===== config.mk =====
export PLATFORM = sky130hd
export DESIGN_NAME = uart_tx_arbiter
export DESIGN_NICKNAME = d
export VERILOG_FILES = /design/src/rtl/uart_tx_arbiter_pkg.sv /design/src/rtl/uart_rr_arbiter2.sv /design/src/rtl/uart_tx_arbiter.sv
export SDC_FILE = /design/constraint.sdc
export NUM_CORES = 1
export LEC_CHECK = 0
export CAP_MARGIN = 25
export CELL_PAD_IN_SITES_DETAIL_PLACEMENT = 1
export CELL_PAD_IN_SITES_GLOBAL_PLACEMENT = 1
export CORE_MARGIN = 3
export CORE_UTILIZATION = 26
export CTS_CLUSTER_DIAMETER = 60
export CTS_CLUSTER_SIZE = 10
export DETAILED_ROUTE_END_ITERATION = 10
export PLACE_DENSITY = 0.76
export SLEW_MARGIN = 20
export SYNTH_ARGS = -nofsm -noshare
export SYNTH_HDL_FRONTEND = slang
export SYNTH_SLANG_ARGS = --single-unit

===== constraint.sdc =====
create_clock -name clk -period 1.5 [get_ports clk]
set_clock_uncertainty 0.1 [all_clocks]
set_input_delay 0.225 -clock clk [delete_from_list [all_inputs] [get_ports clk]]
set_output_delay 0.225 -clock clk [all_outputs]
set_load 0.005 [all_outputs]

===== src/rtl/uart_tx_arbiter_pkg.sv =====
// Shared definitions for the UART word-to-byte arbiter: FSM encoding, byte width
// and the byte-select helper.
package uart_tx_arbiter_pkg;

  localparam int BYTE_W = 8;

  localparam logic [1:0] ST_IDLE  = 2'd0;
  localparam logic [1:0] ST_START = 2'd1;
  localparam logic [1:0] ST_WAIT  = 2'd2;

  // Byte idx of a 32-bit word, byte 0 being the least significant.
  function automatic logic [BYTE_W-1:0] word_byte(input logic [31:0] word,
                                                  input logic [1:0]  idx);
    logic [BYTE_W-1:0] b;
    case (idx)
      2'd0:    b = word[7:0];
      2'd1:    b = word[15:8];
      2'd2:    b = word[23:16];
      default: b = word[31:24];
    endcase
    return b;
  endfunction

endpackage


===== src/rtl/uart_rr_arbiter2.sv =====
// Two-requester arbiter with a round-robin priority pointer.
// Define UART_ARB_FIXED_PRIO_EN to replace the pointer with fixed requester-0 priority.
module uart_rr_arbiter2 (
  input  logic       clk,
  input  logic       reset,
  input  logic       i_enable,
  input  logic [1:0] i_valid,
  output logic [1:0] o_ready,
  output logic       o_gnt_idx,
  output logic       o_accept
);

  logic w_winner;

`ifdef UART_ARB_FIXED_PRIO_EN
  logic w_unused_clk_rst;

  assign w_unused_clk_rst = clk | reset;
  assign w_winner         = ~i_valid[0];
`else
  // r_prio names the requester that wins the next tie; it moves only on accept.
  logic r_prio;

  always_ff @(posedge clk) begin
    if (!reset) begin
      r_prio <= 1'b0;
    end else if (o_accept) begin
      r_prio <= ~w_winner;
    end
  end

  assign w_winner = (&i_valid) ? r_prio : i_valid[1];
`endif

  assign o_accept  = i_enable & (|i_valid);
  assign o_gnt_idx = w_winner;
  assign o_ready   = {o_accept & w_winner, o_accept & ~w_winner};

endmodule


===== src/rtl/uart_tx_arbiter.sv =====
// Arbitrates two 32-bit word sources onto a byte transmitter, LSB byte first.
// Build option: UART_ARB_FIXED_PRIO_EN selects fixed priority in the arbiter.
//
// state | meaning
// IDLE  | no word held; accept a request this cycle
// START | one-cycle tx_start for byte[counter]
// WAIT  | waiting for tx_done of the current byte
module uart_tx_arbiter
  import uart_tx_arbiter_pkg::*;
#(
  parameter int NUM_BYTES = 4
) (
  input  logic              clk,
  input  logic              reset,
  input  logic              req0_valid,
  input  logic [31:0]       req0_data,
  output logic              req0_ready,
  input  logic              req1_valid,
  input  logic [31:0]       req1_data,
  output logic              req1_ready,
  output logic              tx_start,
  output logic [BYTE_W-1:0] tx_data,
  input  logic              tx_done,
  output logic              busy,
  output logic              grant,
  output logic              word_done
);

  localparam logic [1:0] LAST_IDX = 2'(NUM_BYTES - 1);

  logic [1:0]  r_state;
  logic [1:0]  r_cnt;
  logic [31:0] r_word;
  logic        r_grant;

  logic        w_enable;
  logic [1:0]  w_ready;
  logic        w_gnt_idx;
  logic        w_accept;
  logic [31:0] w_sel_data;
  logic        w_byte_done;
  logic        w_last;

  // Gating with reset keeps a held request from being accepted while reset is low.
  assign w_enable = reset & (r_state == ST_IDLE);

  uart_rr_arbiter2 u_arb (
    .clk       (clk),
    .reset     (reset),
    .i_enable  (w_enable),
    .i_valid   ({req1_valid, req0_valid}),
    .o_ready   (w_ready),
    .o_gnt_idx (w_gnt_idx),
    .o_accept  (w_accept)
  );

  assign w_sel_data  = w_gnt_idx ? req1_data : req0_data;
  assign w_byte_done = (r_state == ST_WAIT) & tx_done;
  assign w_last      = (r_cnt == LAST_IDX);

  always_ff @(posedge clk) begin
    if (!reset) begin
      r_state <= ST_IDLE;
      r_cnt   <= 2'd0;
      r_word  <= 32'd0;
      r_grant <= 1'b0;
    end else begin
      case (r_state)
        ST_IDLE: begin
          if (w_accept) begin
            r_word  <= w_sel_data;
            r_grant <= w_gnt_idx;
            r_cnt   <= 2'd0;
            r_state <= ST_START;
          end
        end
        ST_START: begin
          r_state <= ST_WAIT;
        end
        ST_WAIT: begin
          if (tx_done) begin
            if (w_last) begin
              r_state <= ST_IDLE;
            end else begin
              r_cnt   <= r_cnt + 2'd1;
              r_state <= ST_START;
            end
          end
        end
        default: begin
          r_state <= ST_IDLE;
        end
      endcase
    end
  end

  assign req0_ready = w_ready[0];
  assign req1_ready = w_ready[1];
  assign tx_start   = reset & (r_state == ST_START);
  assign tx_data    = word_byte(r_word, r_cnt);
  assign busy       = (r_state != ST_IDLE);
  assign grant      = r_grant;
  assign word_done  = reset & w_byte_done & w_last;

endmodule


# == Word level (Yosys, flattened, before mapping) ==
# Cells that the tools add are included.
# Widths: inputs -> output; s select.
# word_totals
wordCells,43
out_inout_bits,14
regBits,38
inputBits,69
# op_classes
n_eq_ne,8
n_mux,11
n_reduce_logical,9
n_addsub,1
n_bitwise,9
# ops
op,count
$mux 32,1
$pmux 8 s3,1
$mux 2,5
$and 1x1->1,8
$eq 2x2->1 const B,3
$pmux 2 s3,1
$reduce_and 2->1,3
$eq 2x1->1 const B,2
$logic_not 2->1,2
$ne 2x2->1 const B,2
$pmux 2 s2,1
$reduce_and 4->1,1
$reduce_bool 2->1,2
$add 2x1->2 const B,1
$mux 1,2
$ne 2x1->1 const B,1
$reduce_or 2->1,1
$not 1->1,1

# == Logic depth before layout (Yosys ltp) ==
# Gate-level depths: netlist (run 1).
# logic_depth
word_depth,5
depth_mapped,7

# == Hierarchy ==
# Synthesis (run 1) repeated with hierarchy kept, for this count alone.
# unflattened
hier_cells,214
hier_area_um2,2092.0
# modules_own_cells
module,n_inst,cells_each,area_per_inst_um2,seq_area_each_um2
uart_tx_arbiter,1,204,2018.2,740.7
uart_rr_arbiter2,1,10,73.8,20.0

# == Least setup slack after synthesis (run 1) ==
# No wires, ideal clock.
# synth_path
kind,flip-flop to output port
start,register r_cnt[0]
end,output tx_data[0]
n_path_buf,1
setup_slack_ps,-49
arrival_ps,1224
path_stages_with_launch,6
path_cell_list,dfxtp_1 inv_1 ha_1 clkbuf_1 a222oi_1 mux2i_1
# synth_via
elab_chain_len,2
word_cells_on_any_way,4
# synth_rtl
element,line,rtl
from (decl),uart_tx_arbiter.sv:32,logic [1:0] r_cnt;
from (signal assigned),uart_tx_arbiter.sv:85,r_cnt <= r_cnt + 2'd1;
"$eq 2x2->1, or another cell as far along",uart_tx_arbiter_pkg.sv:15,case (idx)
$pmux 8 s3 *,uart_tx_arbiter_pkg.sv:15,
to (decl),uart_tx_arbiter.sv:22,"output logic [BYTE_W-1:0] tx_data,"
# Every way passes the cells marked *; elsewhere a longest branch is shown, timed or not.

# == Final worst setup path (run 1) ==
# layout_path
start,register r_cnt[0]
end,output tx_data[4]
# Same word-level chain as after synthesis.

==> results of run 1 <==
-- synthesized netlist by cell type, drive strengths merged --
library cell	count
a211oi	1
a21oi	58
a221oi	8
a222oi	8
and2	4
buf	10
clkbuf	11
dfxtp	38
ha	4
inv	13
mux2i	8
nand2	37
nand2b	4
nand3	1
nand3b	1
nor2	6
nor3	2
nor4	1
o21ai	28
o32ai	1
-- worst max-delay path, delay by kind of cell, from the launching register on --
family,cells,cell delay [ns]
muxes,1,0.14
buffers and inverters,3,0.32
DFF,1,0.38
adders and majority gates,1,0.18
AOI/OAI and AO/OA,1,0.44
-- metrics by stage --
stage | hold slack, ns | instances | setup WS, ns | total power, mW | TNS, ns
5_1_grt | 0.395 | 452 | -0.648 | 3.23 | -8.67
2_1_floorplan | 0.259 | 244 | 0.0196 | 1.47 | 0
3_3_place_gp | 0.349 | 424 | -0.601 | 1.85 | -16.90
3_5_place_dp | 0.360 | 424 | -0.695 | 1.87 | -19.13
4_1_cts | 0.369 | 436 | -0.551 | 2.72 | -4.30
6_report | 0.378 | 452 | -0.584 | 3.12 | -6.30
-- final cells by class --
type,count,area [um^2]
tap,96,120
timing repair buffer,125,1330
inverter,13,51.3
fill,765,3100
clock buffer,8,110
multi-input combinational,172,1460
sequential,38,774
-- logic make-up (layout without fill, tap and decap cells) --
| group | Yosys count | in the layout | share of synthesized area, % |
|---|---|---|---|
| AOI/OAI and AO/OA | 104 | 104 | 31.4 |
| and+or+nand+nor | 56 | 56 | 13.6 |
| DFF | 38 | 38 | 40.0 |
| buffers and inverters | 34 | 146 | 8.22 |
| muxes | 8 | 8 | 4.21 |
| adders and majority gates | 4 | 4 | 2.63 |
-- flip-flops by register name (all words and copies together), names as in the netlist --
| signal | cells |
|---|---|
| u_arb.r_prio | 1 |
| r_state | 2 |
| grant | 1 |
| r_cnt | 2 |
| r_word | 32 |
-- layer usage --
layer / track usage [%] / up-vias
met5: 0 / -
met4: 6.53 / 0
met3: 3.98 / 22
met2: 32.3 / 82
met1: 21.1 / 1200
li1: - / 1095
-- power by group through the flow --
stage / sequential, mW / combinational (mW) / clock [mW]
after floorplan: 1.16 / 0.309 / 0
after global placement: 1.18 / 0.666 / 0
after detailed placement: 1.18 / 0.686 / 0
after CTS: 1.16 / 0.726 / 0.839
after global routing: 1.18 / 1.16 / 0.892
final: 1.18 / 1.10 / 0.851
-- placed cells by master, fill, tap and decap left out, types with 9 or more instances in the layout --
| cell | instances |
|---|---|
| clkdlybuf4s50_1 | 65 |
| inv_1 | 9 |
| o21ai_1 | 10 |
| a21oi_4 | 11 |
| a21oi_1 | 16 |
| dfxtp_1 | 33 |
| o21ai_2 | 15 |
| buf_6 | 12 |
| buf_4 | 17 |
| buf_2 | 10 |
| nand2_1 | 36 |
| a21oi_2 | 31 |
-- timing repair --
item	4_1_cts	5_1_grt
pin swaps	17	25
setup buffers	4	7
endpoints found under the setup margin	45	44
gates resized for setup	92	108
gates cloned	0	9
hold buffers	0	0
hold endpoints to repair	0	0
-- path summary, 6_finish.rpt --
| kind | start | slack [ns] | cells past startpoint | end |
|---|---|---|---|---|
| worst max-delay path | r_cnt[0]$_SDFFE_PN0P_ | -0.58 | 6 | tx_data[4] |
| worst min-delay path | req1_data[16] | 0.38 | 3 | r_word[16]$_SDFFE_PN0P_ |
| worst max register to register | r_cnt[0]$_SDFFE_PN0P_ | -0.13 | 6 | r_state[0]$_SDFFE_PN0P_ |
| worst min register to register | r_word[25]$_SDFFE_PN0P_ | 0.38 | 2 | r_word[25]$_SDFFE_PN0P_ |
==> metrics, run 1 <==
DR top layer met4; Nets 428; initial antenna violation count 0; critical path class reg2out; Die X-Extent 91.6 um; CTS root buf clkbuf_8; Reg power frac 37.6%; DRC viols 0; CTS Buffer Depth 2; Period minus WS final 2.08 ns; Core ar. 0.00694 mm^2; Syn Inst Count 244; post-synth top area share 40.0%; Net Count, Synth 317; library cells used by synthesis 25; IO Count 83; antenna-violating nets left 0; HPWL after DPL 5.25 mm; maximum fanout along the worst path 6; Seq/Total Area, Yosys 40.0%; wl on met1 3.88 mm; vias per cell 5.31; WL/cell 22.3 um; Max Freq 480 MHz; Sw Pwr 0.985 mW; met2 wire len 5.55 mm; syn_area_per_cell 7.80 um^2; crit-path cells inv_4, ha_4, buf_6, a222oi_1, mux2i_1, buf_2; P_leak 1.41 nW; Clock power frac 27.2%; GRT overflow 0; die height 91.6 um; Synth warnings 0; failing checks setup timing; number of global-route vias before repair 2392; CTS Sinks 38; Max VDD drop 372 uV; largest stage delay on the critical path 0.44 ns; share of cells above drive strength 1 43.5%; switch share 31.5%; met3 routed wirelength 425 um; Final GP Congestion 0.825; # diodes 0; Slew HR 66.4%; Final Util 55.4%; Yosys top cell by area dfxtp_1; endpoints failing setup 47; full die area 0.00838 mm^2; CP max stage cell a222oi_1; Area Overhead vs Synth 102%; row cnt 30; Slew Viols, Final 0; H-tree levels 2; Comb pwr share 35.1%; Max-Cap Viols 0; Pint 2.14 mW; Area after DPL 0.00294 mm^2; Synth Register Bits 38; status finished, violations left; CTS tree done; Total GRT Usage 18.2%; Num CTS Buffers 5; final instance area 0.00384 mm^2; WP data arrival 1.76 ns; first-pass GRT wire length 12.0 mm; DR iter-0 viols 128; worst setup margin -0.584 ns; clock latency on the worst-skew pair 0.30 ns; worst path required time 1.17 ns; Routed WL 10.1 mm; Initial DRT Pass Iterations 5; total number of vias 2399; Setup crit end kind output pin; Setup crit start kind flip-flop; Hold Fails Final Rpt 0; Starting Density 27.4%; RSZ-0062 raised after global routing yes; top cells by area, synth dfxtp_1 (40%), a21oi_1 (15%), nand2_1 (7.3%); Clock Pin Slew Worst Setup and Hold Paths 0.07 ns; Worst-Margin Slew 0.504 ns; P per Cell Area 813 mW/mm^2; Hold Path Class in2reg; crit share post-route 139%; number of buffers added on ports 82; largest net degree at the start of global routing 42; area of the mapped netlist 0.00190 mm^2
No activity file was read; power rests on OpenSTA's default activity.
==> run 2, diff against run 1 <==
SLEW_MARGIN = 0   (was 20)
==> results of run 2 <==
The final DEF is identical to that of run 1; final timing and power are the same.
==> run 3, diff against run 2 <==
ABC_AREA = 1   (was unset)
CORE_UTILIZATION = 29   (was 26)
PLACE_DENSITY = 0.81   (was 0.76)
clock period = 2.25 ns   (was 1.5 ns; I/O delays follow)
==> metrics, run 3 <==
status complete, no violations; first-pass GRT wire length 11.8 mm; P per Cell Area 564 mW/mm^2; largest net degree at the start of global routing 38; antenna-violating nets left 0; maximum fanout along the worst path 6; Seq/Total Area, Yosys 36.0%; commonest non-fill, non-tap cell in the layout nand2_1; IO Count 83; GRT overflow 0; Num CTS Buffers 5; Tot Pwr 1.82 mW; Top Registers r_word (32), r_cnt (2), r_state (2); Largest register FFs 32; syn_area_per_cell 6.25 um^2; Syn Inst Count 338; Pint 1.29 mW; Biggest register r_word; CTS root buf clkbuf_8; Worst-Margin Slew 0.399 ns; Starting Density 30.4%; crit share post-route 98.0%; Die X-Extent 91.4 um; commonest cells in the netlist nand2_1 (149), a21oi_1 (45), dfxtp_1 (38), nand3_1 (34), nor2_1 (14); initial antenna violation count 0; clock latency on the worst-skew pair 0.30 ns; placed cells 504; area of the mapped netlist 0.00211 mm^2; total number of vias 2438; WL/cell 14.0 um; Hold Fails Final Rpt 0; die height 91.4 um; Net Count, Synth 411; critical path class reg2out; Core ar. 0.00694 mm^2; Total GRT Usage 17.3%; Hold Path Class reg2reg; most frequent cells in the layout nand2_1 (149), clkdlybuf4s50_1 (74), a21oi_1 (44), dfxtp_1 (36), nand3_1 (34); Nets 492; Comb pwr share 26.1%; Post-synth EDFFs 0; H-tree levels 2; Reg power frac 41.7%; endpoints failing setup 0; worst path required time 1.81 ns; cts hold-fix bufs 0; worst setup margin 0.0458 ns; Synth Register Bits 38; Setup crit end kind output pin; Slew Viols, Final 0; Post-Layout Cell Count 516; P_leak 1.41 nW; Setup crit start kind flip-flop; full die area 0.00835 mm^2; HPWL after DPL 5.40 mm; Clock Pin Slew Worst Setup and Hold Paths 0.08 ns; ys flop type dfxtp_1; Max-Cap Viols 0; Yosys top cell by area dfxtp_1; number of global-route vias before repair 2492; Initial DRT Pass Iterations 4; library cells used by synthesis 21; Max Freq 454 MHz; DRC viols 0; Slew HR 73.4%; Max VDD drop 196 uV; Sw Pwr 0.531 mW; Async S/R FF share, synth 0%; Period minus WS final 2.20 ns; count leader, synth nand2_1; Synth warnings 0; # diodes 0; Area Overhead vs Synth 52.7%; share of cells above drive strength 1 9.76%; vias per cell 4.72; row cnt 30; post-synth top area share 36.0%; WP data arrival 1.77 ns; DR iter-0 viols 89; CTS Sinks 38; Routed WL 7.25 mm; switch share 29.2%; CTS tree done; Final GP Congestion 0.794; top cells by area, synth dfxtp_1 (36%), nand2_1 (26%), a21oi_1 (11%); number of buffers added on ports 82; Setup Slack @ Placement -0.0668 ns; CTS Buffer Depth 2; Clock power frac 32.2%
## run 3: power groups by stage
stage	Clock (mW)	Sequential [mW]	Combinational (mW)
finish	0.587	0.759	0.475
global route	0.621	0.765	0.533
CTS	0.595	0.760	0.477
detailed placement	0	0.773	0.475
global placement	0	0.772	0.464
floorplan	0	0.763	0.247
## run 3: final cells by class
| cell class | instances | area, um^2 |
|---|---|---|
| clock buffer | 5 | 68.8 |
| clock inverter | 3 | 40.0 |
| fill | 921 | 3720 |
| inverter | 13 | 53.8 |
| multi-input combinational | 263 | 1230 |
| sequential | 38 | 768 |
| tap | 96 | 120 |
| timing repair buffer | 98 | 942 |
## run 3: cell families after synthesis
group	count (synthesis)	synth area share (%)
compound gates	57	14.1
buf+inv	37	8.29
fa+ha+maj	4	2.37
simple gates	202	39.3
flops	38	36.0
## run 3: final timing paths
path	startpoint	to	slack (ns)	depth (start not counted)
max	r_cnt[0]$_SDFFE_PN0P_	tx_data[3]	0.05	5
min	r_word[4]$_SDFFE_PN0P_	r_word[4]$_SDFFE_PN0P_	0.37	2
max reg2reg	r_state[0]$_SDFFE_PN0P_	r_word[14]$_SDFFE_PN0P_	0.74	7
min reg2reg	r_word[4]$_SDFFE_PN0P_	r_word[4]$_SDFFE_PN0P_	0.37	2
## run 3: layer usage
layer	track usage, %	share of wire, %	up-vias
li1	-	-	1251
met1	23.2	49	1101
met2	28.2	45	78
met3	4.06	5.1	8
met4	4.02	1.0	0
met5	0	0	-
## run 3: metrics by stage
step                      hold slack, ns  utilization [%]  setup TNS [ns]  cell area [um^2]
after floorplan                    0.344                -               0              2110
after global placement             0.354             43.5         -0.0318              3020
after detailed placement           0.357             43.5         -0.0934              3020
after CTS                          0.374             45.7               0              3170
after global routing               0.400             46.5         -0.0334              3230
final                              0.370             46.5               0              3230
## run 3: what timing repair did
| action | 4_1_cts | 5_1_grt |
|---|---|---|
| endpoints found under the setup margin | 11 | 5 |
| pin swaps | 2 | 2 |
| setup buffers | 0 | 4 |
| resized for setup | 18 | 9 |
## run 3: worst max-delay path: stages (launching register included)
cell and delay, ns:
dfxtp_4 0.40, ha_4 0.18, buf_4 0.15, a21oi_1 0.04, a31oi_1 0.14, clkdlybuf4s50_1 0.54
